===== config.mk =====
export PLATFORM = sky130hd
export DESIGN_NAME = sd_buf_sched_flat
export DESIGN_NICKNAME = d
export VERILOG_FILES = /design/src/rtl/sd_buf_sched_if.sv /design/src/rtl/sd_buf_sched.sv /design/src/flat_wrapper.sv
export SDC_FILE = /design/constraint.sdc
export NUM_CORES = 1
export LEC_CHECK = 0
export CAP_MARGIN = 20
export CORE_AREA = 4 4 77 61
export DETAILED_ROUTE_END_ITERATION = 8
export DIE_AREA = 0 0 81 65
export PLACE_DENSITY = 0.71
export SLEW_MARGIN = 20
export SYNTH_ARGS = -nofsm -noshare
export SYNTH_HDL_FRONTEND = slang
export SYNTH_SLANG_ARGS = --single-unit

===== constraint.sdc =====
create_clock -name iclk -period 2.8 [get_ports iclk]
set_input_delay 0.56 -clock iclk [delete_from_list [all_inputs] [get_ports iclk]]
set_output_delay 0.56 -clock iclk [all_outputs]
set_load 0.01 [all_outputs]

===== src/rtl/sd_buf_sched_if.sv =====
// Handshake bundle between the ping-pong buffer scheduler and its three stages
// (SD read fill, OTP XOR, SD write drain).
interface sd_buf_sched_if #(
  parameter int BLK_CNT_W = 20
);
  logic                 iabort;
  logic                 ifill_req;
  logic                 ifill_done;
  logic                 ixor_req;
  logic                 ixor_done;
  logic                 idrain_req;
  logic                 idrain_done;
  logic                 ofill_start;
  logic                 ofill_bank;
  logic                 oxor_start;
  logic                 oxor_bank;
  logic                 odrain_start;
  logic                 odrain_bank;
  logic                 oempty;
  logic                 ofull;
  logic                 oerr;
  logic [BLK_CNT_W-1:0] oblk_cnt;

  modport master (
    output iabort, ifill_req, ifill_done, ixor_req, ixor_done, idrain_req, idrain_done,
    input  ofill_start, ofill_bank, oxor_start, oxor_bank, odrain_start, odrain_bank,
    input  oempty, ofull, oerr, oblk_cnt
  );

  modport slave (
    input  iabort, ifill_req, ifill_done, ixor_req, ixor_done, idrain_req, idrain_done,
    output ofill_start, ofill_bank, oxor_start, oxor_bank, odrain_start, odrain_bank,
    output oempty, ofull, oerr, oblk_cnt
  );
endinterface


===== src/rtl/sd_buf_sched.sv =====
// Ping-pong scheduler for two 512-byte block buffers: each bank cycles
// FREE -> FILL -> FULL -> XOR -> READY -> DRAIN -> FREE, with the stages served in bank order.
module sd_buf_sched #(
  parameter int BLK_CNT_W = 20
) (
  input logic           iclk,
  input logic           irst,
  sd_buf_sched_if.slave bus
);

  typedef enum logic [2:0] {
    BANK_FREE  = 3'd0,
    BANK_FILL  = 3'd1,
    BANK_FULL  = 3'd2,
    BANK_XOR   = 3'd3,
    BANK_READY = 3'd4,
    BANK_DRAIN = 3'd5
  } bank_state_t;

  localparam int NSTAGE = 3;

  bank_state_t          bank_q [2];
  bank_state_t          bank_d [2];
  logic [NSTAGE-1:0]    busy_q, busy_d;
  logic [NSTAGE-1:0]    ptr_q, ptr_d;
  logic [NSTAGE-1:0]    sel_q, sel_d;
  logic [NSTAGE-1:0]    start_q, start_d;
  logic [NSTAGE-1:0]    grant;
  logic [NSTAGE-1:0]    req;
  logic [NSTAGE-1:0]    done;
  logic                 err_q, err_d;
  logic [BLK_CNT_W-1:0] cnt_q, cnt_d;

  // Stage index 0 = fill, 1 = xor, 2 = drain.
  function automatic bank_state_t wait_state(input int s);
    case (s)
      0:       return BANK_FREE;
      1:       return BANK_FULL;
      default: return BANK_READY;
    endcase
  endfunction

  function automatic bank_state_t run_state(input int s);
    case (s)
      0:       return BANK_FILL;
      1:       return BANK_XOR;
      default: return BANK_DRAIN;
    endcase
  endfunction

  function automatic bank_state_t after_state(input int s);
    case (s)
      0:       return BANK_FULL;
      1:       return BANK_READY;
      default: return BANK_FREE;
    endcase
  endfunction

  assign req  = {bus.idrain_req, bus.ixor_req, bus.ifill_req};
  assign done = {bus.idrain_done, bus.ixor_done, bus.ifill_done};

  always_ff @(posedge iclk) begin
    if (irst) begin
      bank_q[0] <= BANK_FREE;
      bank_q[1] <= BANK_FREE;
      busy_q    <= '0;
      ptr_q     <= '0;
      sel_q     <= '0;
      start_q   <= '0;
      err_q     <= 1'b0;
      cnt_q     <= '0;
    end else begin
      bank_q    <= bank_d;
      busy_q    <= busy_d;
      ptr_q     <= ptr_d;
      sel_q     <= sel_d;
      start_q   <= start_d;
      err_q     <= err_d;
      cnt_q     <= cnt_d;
    end
  end

  // Stages never target the same bank in one cycle: the eligible and active states are disjoint.
  always_comb begin
    bank_d  = bank_q;
    busy_d  = busy_q;
    ptr_d   = ptr_q;
    sel_d   = sel_q;
    start_d = '0;
    err_d   = err_q;
    cnt_d   = cnt_q;
    grant   = '0;

    for (int s = 0; s < NSTAGE; s++) begin
      grant[s] = !busy_q[s] && req[s] && (bank_q[ptr_q[s]] == wait_state(s));

      if (done[s]) begin
        if (busy_q[s]) begin
          bank_d[ptr_q[s]] = after_state(s);
          busy_d[s]        = 1'b0;
          ptr_d[s]         = ~ptr_q[s];
        end else begin
          err_d = 1'b1;
        end
      end

      if (grant[s]) begin
        bank_d[ptr_q[s]] = run_state(s);
        busy_d[s]        = 1'b1;
        sel_d[s]         = ptr_q[s];
        start_d[s]       = 1'b1;
      end
    end

    if (done[2] && busy_q[2]) begin
      cnt_d = cnt_q + 1'b1;
    end

    // Abort wins over everything else but keeps the block count and the last bank indices.
    if (bus.iabort) begin
      bank_d[0] = BANK_FREE;
      bank_d[1] = BANK_FREE;
      busy_d    = '0;
      ptr_d     = '0;
      start_d   = '0;
      err_d     = 1'b0;
    end
  end

  assign bus.ofill_start  = start_q[0];
  assign bus.oxor_start   = start_q[1];
  assign bus.odrain_start = start_q[2];
  assign bus.ofill_bank   = sel_q[0];
  assign bus.oxor_bank    = sel_q[1];
  assign bus.odrain_bank  = sel_q[2];
  assign bus.oempty       = (bank_q[0] == BANK_FREE) && (bank_q[1] == BANK_FREE);
  assign bus.ofull        = (bank_q[0] != BANK_FREE) && (bank_q[1] != BANK_FREE);
  assign bus.oerr         = err_q;
  assign bus.oblk_cnt     = cnt_q;

endmodule


===== src/flat_wrapper.sv =====
// flat-port wrapper written by rule: the top's interface ports become plain ports
module sd_buf_sched_flat 
#(
  parameter int BLK_CNT_W = 20
)
  (iclk, irst, bus_iabort, bus_ifill_req, bus_ifill_done, bus_ixor_req, bus_ixor_done, bus_idrain_req, bus_idrain_done, bus_ofill_start, bus_ofill_bank, bus_oxor_start, bus_oxor_bank, bus_odrain_start, bus_odrain_bank, bus_oempty, bus_ofull, bus_oerr, bus_oblk_cnt);
  sd_buf_sched_if #(.BLK_CNT_W(BLK_CNT_W)) bus_i ();
  input logic iclk;
  input logic irst;
  input wire logic [$bits(bus_i.iabort)-1:0] bus_iabort;
  input wire logic [$bits(bus_i.ifill_req)-1:0] bus_ifill_req;
  input wire logic [$bits(bus_i.ifill_done)-1:0] bus_ifill_done;
  input wire logic [$bits(bus_i.ixor_req)-1:0] bus_ixor_req;
  input wire logic [$bits(bus_i.ixor_done)-1:0] bus_ixor_done;
  input wire logic [$bits(bus_i.idrain_req)-1:0] bus_idrain_req;
  input wire logic [$bits(bus_i.idrain_done)-1:0] bus_idrain_done;
  output wire logic [$bits(bus_i.ofill_start)-1:0] bus_ofill_start;
  output wire logic [$bits(bus_i.ofill_bank)-1:0] bus_ofill_bank;
  output wire logic [$bits(bus_i.oxor_start)-1:0] bus_oxor_start;
  output wire logic [$bits(bus_i.oxor_bank)-1:0] bus_oxor_bank;
  output wire logic [$bits(bus_i.odrain_start)-1:0] bus_odrain_start;
  output wire logic [$bits(bus_i.odrain_bank)-1:0] bus_odrain_bank;
  output wire logic [$bits(bus_i.oempty)-1:0] bus_oempty;
  output wire logic [$bits(bus_i.ofull)-1:0] bus_ofull;
  output wire logic [$bits(bus_i.oerr)-1:0] bus_oerr;
  output wire logic [$bits(bus_i.oblk_cnt)-1:0] bus_oblk_cnt;
  assign bus_i.iabort = bus_iabort;
  assign bus_i.ifill_req = bus_ifill_req;
  assign bus_i.ifill_done = bus_ifill_done;
  assign bus_i.ixor_req = bus_ixor_req;
  assign bus_i.ixor_done = bus_ixor_done;
  assign bus_i.idrain_req = bus_idrain_req;
  assign bus_i.idrain_done = bus_idrain_done;
  assign bus_ofill_start = bus_i.ofill_start;
  assign bus_ofill_bank = bus_i.ofill_bank;
  assign bus_oxor_start = bus_i.oxor_start;
  assign bus_oxor_bank = bus_i.oxor_bank;
  assign bus_odrain_start = bus_i.odrain_start;
  assign bus_odrain_bank = bus_i.odrain_bank;
  assign bus_oempty = bus_i.oempty;
  assign bus_ofull = bus_i.ofull;
  assign bus_oerr = bus_i.oerr;
  assign bus_oblk_cnt = bus_i.oblk_cnt;
  sd_buf_sched #(.BLK_CNT_W(BLK_CNT_W)) u_core (.iclk(iclk), .irst(irst), .bus(bus_i));
endmodule

== After elaboration in Yosys (flattened, before gate mapping) ==
Cells that the tools add are included.

* $add $sub $neg: 1
* $lt $le $gt $ge: 6
* Eq/ne operators: 2
* Muxes and demuxes: 54
* Bitwise logic cells: 6
* Reduce and logical (&&, ||, !) cells: 27

{| class="wikitable"
|+ Operators by type and width
! kind !! count
|-
| $mux 3 || 21
|-
| $mux 6 || 9
|-
| $bwmux 6 || 6
|-
| $add 20x1->20 const B || 1
|-
| $mux 1 || 15
|-
| $logic_and 1x1->1 || 12
|-
| $demux 3 s1 || 3
|-
| $logic_not 3->1 || 3
|-
| $ge 2x2->1 const B || 3
|-
| $lt 2x1->1 const B || 3
|-
| $not 1->2 || 3
|-
| $reduce_and 2->1 || 3
|-
| $reduce_bool 2->1 || 3
|-
| $reduce_bool 3->1 || 2
|-
| $eq 3x2->1 const B || 1
|-
| $eq 3x3->1 const B || 1
|-
| $logic_not 1->1 || 3
|-
| $not 1->1 || 3
|-
| $reduce_or 2->1 || 1
|}

* Register bits after elaboration: 39
* Input bits: 9
* Output and inout bits: 29

== Depth between registers and ports, before layout ==
Gate-level depths: netlist of the first run.

* Depth in word-level cells: 20
* Depth in mapped cells: 6
* Gate-level depth less buffers: 5

== Least setup slack after synthesis of the first run ==
No wires, ideal clock.

* Path type: input-to-reg
* Start: input bus_idrain_done
* End: register u_core.cnt_q[19], in the netlist u_core.bus.oblk_cnt[19]
* Library setup time: 0.070 ns
* Arrival time: 1.831 ns
* Required time: 2.730 ns
* Slack: 0.899 ns
* Stages: 5
* Cell sequence: nand3_4 > or4_1 > buf_2 > or4_1 > a21oi_1

* Longest elaborated chain between the ends: 1

{| class="wikitable"
|+ RTL lines
! element !! RTL line !! text
|-
| start, declared || flat_wrapper.sv:16 || <nowiki>input wire logic [$bits(bus_i.idrain_done)-1:0] bus_idrain_done;</nowiki>
|-
| $logic_and 1x1->1 || sd_buf_sched.sv:115 || <nowiki>if (done[2] && busy_q[2]) begin</nowiki>
|-
| end signal, assigned || sd_buf_sched.sv:79 || <nowiki>cnt_q <= cnt_d;</nowiki>
|-
| end, declared || sd_buf_sched.sv:32 || <nowiki>logic [BLK_CNT_W-1:0] cnt_q, cnt_d;</nowiki>
|}

No other way between the ends.
A chain may end at the register's enable or synchronous reset.

== Worst setup path in the final report of the first run ==
Same ends and word-level chain as after synthesis.

==> results of run 1 <==
## layout make-up
type	instances	area, µm²
fill	419	1700
multi-input combinational	154	899.6
sequential	39	780.7
timing repair buffer	39	385.4
clock buffer	8	100.1
tap	55	68.82
inverter	5	18.77
## registers in the layout, summed over array words and instances, names as in the netlist
signal,flops
u_core.bus.oblk_cnt,20
u_core.busy_q,3
u_core.sel_q,3
u_core.bank_q,6
u_core.ptr_q,3
u_core.bus.oerr,1
u_core.start_q,3
## power breakdown
| group | internal (µW) | switching (µW) |
|---|---|---|
| logic | 26.2 | 26.5 |
| registers | 558 | 3.49 |
| clock network | 225 | 189 |
| total | 809 | 219 |
## layer usage
layer | global-route usage | up-vias | wire (µm)
met2 | 0.2541 | 39 | 1717
met5 | 0 | - | 0
met1 | 0.2169 | 766 | 1942
li1 | - | 808 | -
met4 | 0.07595 | 0 | 65
met3 | 0.04861 | 7 | 220
## final timing paths
check | from | end | slack, ns | depth (start not counted)
hold / removal | u_core.sel_q[2] | u_core.sel_q[2] | 0.47 | 2
setup reg to reg | u_core.busy_q[2] | u_core.bus.oblk_cnt[19] | 0.75 | 4
hold reg to reg | u_core.sel_q[2] | u_core.sel_q[2] | 0.47 | 2
setup / recovery | bus_idrain_done | u_core.bus.oblk_cnt[19] | 0.52 | 5
## synth_stat cells, drive strengths merged
cell type and instances:
a211oi 1, a21boi 1, a21oi 20, a22oi 2, a2bb2oi 1, a31oi 4
and2 3, and3 3, and4 3, buf 1, clkbuf 7, dfxtp 39
ha 1, inv 5, mux2 1, nand2 14, nand2b 4, nand3 14
nand3b 2, nand4 4, nor2 18, nor2b 4, nor3 7, nor3b 1
nor4b 1, nor4bb 1, o21a 1, o21ai 13, o22ai 2, o31ai 2
or2 2, or2b 1, or3 9, or3b 1, or4 4, xnor2 4
xor2 5
## cells by family (layout without fill, tap and decap cells)
logic type | after synthesis | in the layout | share of synthesized area
xor+xnor | 9 | 9 | 0.04552
fa+ha+maj | 1 | 1 | 0.007224
compound gates | 47 | 47 | 0.1525
flops | 39 | 39 | 0.4509
mux | 1 | 1 | 0.006502
buf+inv | 13 | 52 | 0.02962
simple gates | 96 | 96 | 0.3078
## tightest hold or removal path, stage by stage (launching register included)
cell and delay [ns]:
dfxtp_1 0.31, inv_1 0.05, a211oi_1 0.05
## through the flow
stage,utilization,total power (µW),std cells,hold slack (ns)
2_1_floorplan,-,599.4,206,0.4780
3_3_place_gp,0.5446,627.1,292,0.4539
3_5_place_dp,0.5446,627.4,292,0.4567
4_1_cts,0.5699,1038,300,0.4708
5_1_grt,0.5699,1066,300,0.5031
6_report,0.5699,1027,300,0.4677
==> reports/qor.txt, run 1 <==
dpl ws - 0.2205 ns
Clock H-tree levels - 2
clock tree buffer depth - 2
cell chain of the critical path - clkdlybuf4s50_1 > nand3_4 > or4_1 > or4_1 > a21oi_1
Crit path buffers/inverters - 1
Area Overhead vs Synth - 30.13%
CP delay by family, top - simple AND/OR/NAND/NOR gates
yosys warns - 0
Die Y - 65 µm
IO buf count - 37
critical path's largest stage delay - 0.71 ns
Layout Skew - 0.004812 ns
most frequent cells in the layout - 39 x dfxtp_1, 37 x clkdlybuf4s50_1, 20 x a21oi_1
per-cell routed wire length - 13.15 µm
Core ar. - 3954 µm²
site row count - 20
fin worst setup slack - 0.5151 ns
Synth Instances - 206
CTS buffer count - 5
fin. max-slew vios - 0
initial antenna violation count - 0
RD Place Congestion - 0.7800
critical path capture point type - register
crit share post-route - 0.8160
Crit-path slowest cell - or4_1
dpl cell area - 2153 µm²
RSZ-0062 raised after global routing - no
sequential area share after synthesis - 0.4509
Synthesized Nets - 216
area of the die - 5265 µm²
Setup Fix Bufs, Post-CTS - 0
vias in the first global route - 1533
Ports - 38
total power density per cell area - 456.0 nW/µm²
Remaining DRCs - 0
commonest non-fill, non-tap cell in the layout - dfxtp_1
Mapped Area - 1732 µm²
syn_area_per_cell - 8.406 µm²
Synth area leader - dfxtp_1
post-route antenna net violation count - 0
global route overflow - 0
Max-slew headroom - 0.6248
first-pass GRT wire length - 6.817 mm
worst slew pin tran - 0.5616 ns
final setup TNS - 0 ns
# hold bufs at CTS - 0
critical path class - in2reg
Final Setup Violations - 0
Hold Fails Final Rpt - 0
largest net degree at the start of global routing - 24
Period minus WS final - 2.285 ns
post-synth top area share - 0.4509
worst-skew pair later-pin latency - 0.29 ns
cell mode on critical path - or4_1
Via density - 5.400
Synth Register Bits - 39
status - completed
NumNets Final - 254
clk sink count - 39
post-route cell area - 2253 µm²
Die X - 81 µm
largest fanout on the critical path - 9
Yosys cell types - 39
CP startpoint kind - primary input
GRT Overall Usage - 0.1670
post_cts resized - 0
vias - 1620
TritonCTS clock tree - done
Leak - 0.0007203 µW
TritonRoute pass-1 iters - 4
fmax - 437.7 MHz
top cells by area, synth - dfxtp_1 45%, a21oi_1 5.8%, nor2_1 3.9%, nand3_1 3.8%, o21ai_0 3.8%
n_diodes - 0
Hold WC Path Type - reg2reg
Max Cap Viol - 0
Initial Util - 0.4380
CTS clock-pin slew for the worst setup and hold paths - 0.07 ns
final WL - 3.946 mm
Peak VDD IR - 0.0002743 V
CP required - 3.03 ns
share of post-route cells with drive strength above 1 - 0.05714
CTS root buf - clkbuf_8
Arr. time, crit path - 2.52 ns
drt initial violations - 55
Detail Placement HPWL - 2.964 mm
Note: power is estimated with default switching activity, not from simulation.
==> inputs of run 2 (changes only) <==
Clock period 2.8 ns to 2.3 ns, I/O delays scaled along.
==> reports/qor.txt, run 2 (same netlist as run 1, synthesis figures left out) <==
R2R Setup Slk - 0.39 ns (-0.36 ns)
clock tree buffer depth - 2 (unchanged)
Crit-path slowest cell - clkdlybuf4s50_1
post-route cell area - 2303 µm² (+2.2%)
largest fanout on the critical path - 4 (-5)
dpl cell area - 2198 µm² (+2.1%)
total power density per cell area - 543.8 nW/µm² (+19%)
NumNets Final - 260 (+2.4%)
CTS clock-pin slew for the worst setup and hold paths - 0.07 ns (about the same)
critical path depth - 3 (-2)
RD Place Congestion - 0.8117 (+4.1%)
max reg flops - 20 (unchanged)
end point of the critical path - bus_oempty
switching power total - 267.4 µW (+22%)
Arr. time, crit path - 1.66 ns (-0.86 ns)
CP startpoint kind - register
vias - 1622 (+0.12%)
IO buf count - 37 (unchanged)
clk sink count - 39 (unchanged)
fmax - 470.7 MHz
Ports - 38 (unchanged)
CTS buffer count - 5 (unchanged)
critical path class - reg2out
Remaining DRCs - 0 (unchanged)
Final Setup Violations - 0 (unchanged)
most frequent cells in the layout - 39 x dfxtp_1, 37 x clkdlybuf4s50_1, 20 x a21oi_1
commonest non-fill, non-tap cell in the layout - dfxtp_1
critical path's largest stage delay - 0.53 ns (-0.18 ns)
Clock power frac - 0.403 (about the same)
global route overflow - 0 (unchanged)
Detail Placement HPWL - 2.905 mm (-2.0%)
final WL - 3.937 mm (-0.23%)
R2R depth - 5 (+1)
total power - 1253 µW (+22%)
Die X - 81 µm (unchanged)
per-cell routed wire length - 12.87 µm (-2.2%)
area of the die - 5265 µm² (unchanged)
Initial Util - 0.4380 (unchanged)
Die Y - 65 µm (unchanged)
switching portion of total power - 0.2135 (+0.0008184)
Max-slew headroom - 0.6461 (+0.02131)
post-route antenna net violation count - 0 (unchanged)
# hold bufs at CTS - 0 (unchanged)
CP required - 1.84 ns (-1.19 ns)
worst slew pin tran - 0.5238 ns (-0.03788 ns)
Hold Fails Final Rpt - 0 (unchanged)
logic gate share of total power - 0.051 (about the same)
status - completed
Layout Skew - 0.003600 ns (-0.001212 ns)
worst-skew pair later-pin latency - 0.29 ns (about the same)
reg2reg end - u_core.bus.oblk_cnt[14]
CTS root buf - clkbuf_8
Peak VDD IR - 0.0003234 V (+18%)
fin. max-slew vios - 0 (unchanged)
Crit path buffers/inverters - 1 (unchanged)
critical path capture point type - output pin
RSZ-0062 raised after global routing - no
crit share post-route - 0.9236
Hold WC Path Type - reg2reg
GRT Overall Usage - 0.1671 (about the same)
cell chain of the critical path - nor3_1 > and2_1 > clkdlybuf4s50_1
Area Overhead vs Synth - 33.02%
TritonRoute pass-1 iters - 4 (unchanged)
Core ar. - 3954 µm² (unchanged)
Setup Fix Bufs, Post-CTS - 0 (unchanged)
initial antenna violation count - 0 (unchanged)
n_diodes - 0 (unchanged)
TritonCTS clock tree - done
gr busiest metal - met2
met2 global-route usage - 0.2387 (-0.01537)
start point of the critical path - u_core.bank_q[0]
Period minus WS final - 2.124 ns
first-pass GRT wire length - 6.810 mm (-0.10%)
Clock H-tree levels - 2 (unchanged)
drt initial violations - 51 (-7.3%)
P_int - 985.2 µW (+22%)
met3 Track Usage GR - 0.04861 (unchanged)
Seq pwr share - 0.546 (about the same)
largest net degree at the start of global routing - 24 (unchanged)
Via density - 5.301 (-1.8%)
met1 Resource Use GR - 0.2321 (+0.01523)
Hold Slack - 0.4699 ns (+0.002152 ns)
CP delay by family, top - buffers and inverters
site row count - 20 (unchanged)
vias in the first global route - 1519 (-0.91%)
reg2reg start - u_core.bus.oblk_cnt[0]
share of post-route cells with drive strength above 1 - 0.08367 (+0.02652)
Leak - 0.0007475 µW (+3.8%)
Max Cap Viol - 0 (unchanged)
## run 2: changes by cell type in the layout (fill, tap and decap cells not counted)
cell / delta
buf_4: +6
nor3_2: +1
nor3_1: -1
## run 2: metal layers
layer,wire (µm),part of all wire,vias up
li1,-,-,834
met1,2024,0.51,741
met2,1648,0.42,42
met3,209,0.053,5
met4,54,0.014,0
met5,0,0,-
## run 2: cell type report
| type | count | area (µm²) |
|---|---|---|
| Clock buffer | 8 | 100.1 |
| Fill cell | 387 | 1650 |
| Inverter | 5 | 18.77 |
| Multi-Input combinational cell | 154 | 904.6 |
| Sequential cell | 39 | 780.7 |
| Tap cell | 55 | 68.82 |
| Timing Repair Buffer | 45 | 430.4 |
## run 2: how the worst min path moves through the flow
| stage | slack, ns | to | depth (start not counted) | from |
|---|---|---|---|---|
| finish | 0.47 | u_core.sel_q[2] | 2 | u_core.sel_q[2] |
| global placement | 0.45 | u_core.sel_q[2] | 2 | u_core.sel_q[2] |
| global route | 0.50 | u_core.sel_q[0] | 2 | u_core.sel_q[0] |
| floorplan | 0.48 | u_core.sel_q[2] | 2 | u_core.sel_q[2] |
| CTS | 0.47 | u_core.sel_q[2] | 2 | u_core.sel_q[2] |
| detailed placement | 0.46 | u_core.sel_q[2] | 2 | u_core.sel_q[2] |
## run 2: metrics by stage
| step | instances | setup slack, ns | util | setup TNS (ns) |
|---|---|---|---|---|
| 4_1_cts | 306 | 0.1210 | 0.5813 | 0 |
| 3_5_place_dp | 298 | -0.1172 | 0.5560 | -0.3075 |
| 3_3_place_gp | 298 | -0.06861 | 0.5560 | -0.09994 |
| 5_1_grt | 306 | 0.05003 | 0.5826 | 0 |
| 6_report | 306 | 0.1757 | 0.5826 | 0 |
| 2_1_floorplan | 206 | 0.4041 | - | 0 |
## run 2: tightest hold or removal path: stages, from the launching register on
cell and delay (ns):
dfxtp_1 0.32, inv_1 0.05, a211oi_1 0.05
## run 2: timing repair
action,in CTS,in global routing
endpoints found under the setup margin,0,1
resized for setup,0,1
endpoints found under the hold margin,0,0
## run 2: power by group through the flow
stage | logic [µW] | clock network [µW] | registers (µW)
final | 64.2 | 505 | 683
after CTS | 64.5 | 522 | 683
after global placement | 64.4 | 0 | 699
after global routing | 71.5 | 549 | 684
after detailed placement | 64.2 | 0 | 699
after floorplan | 30.9 | 0 | 699
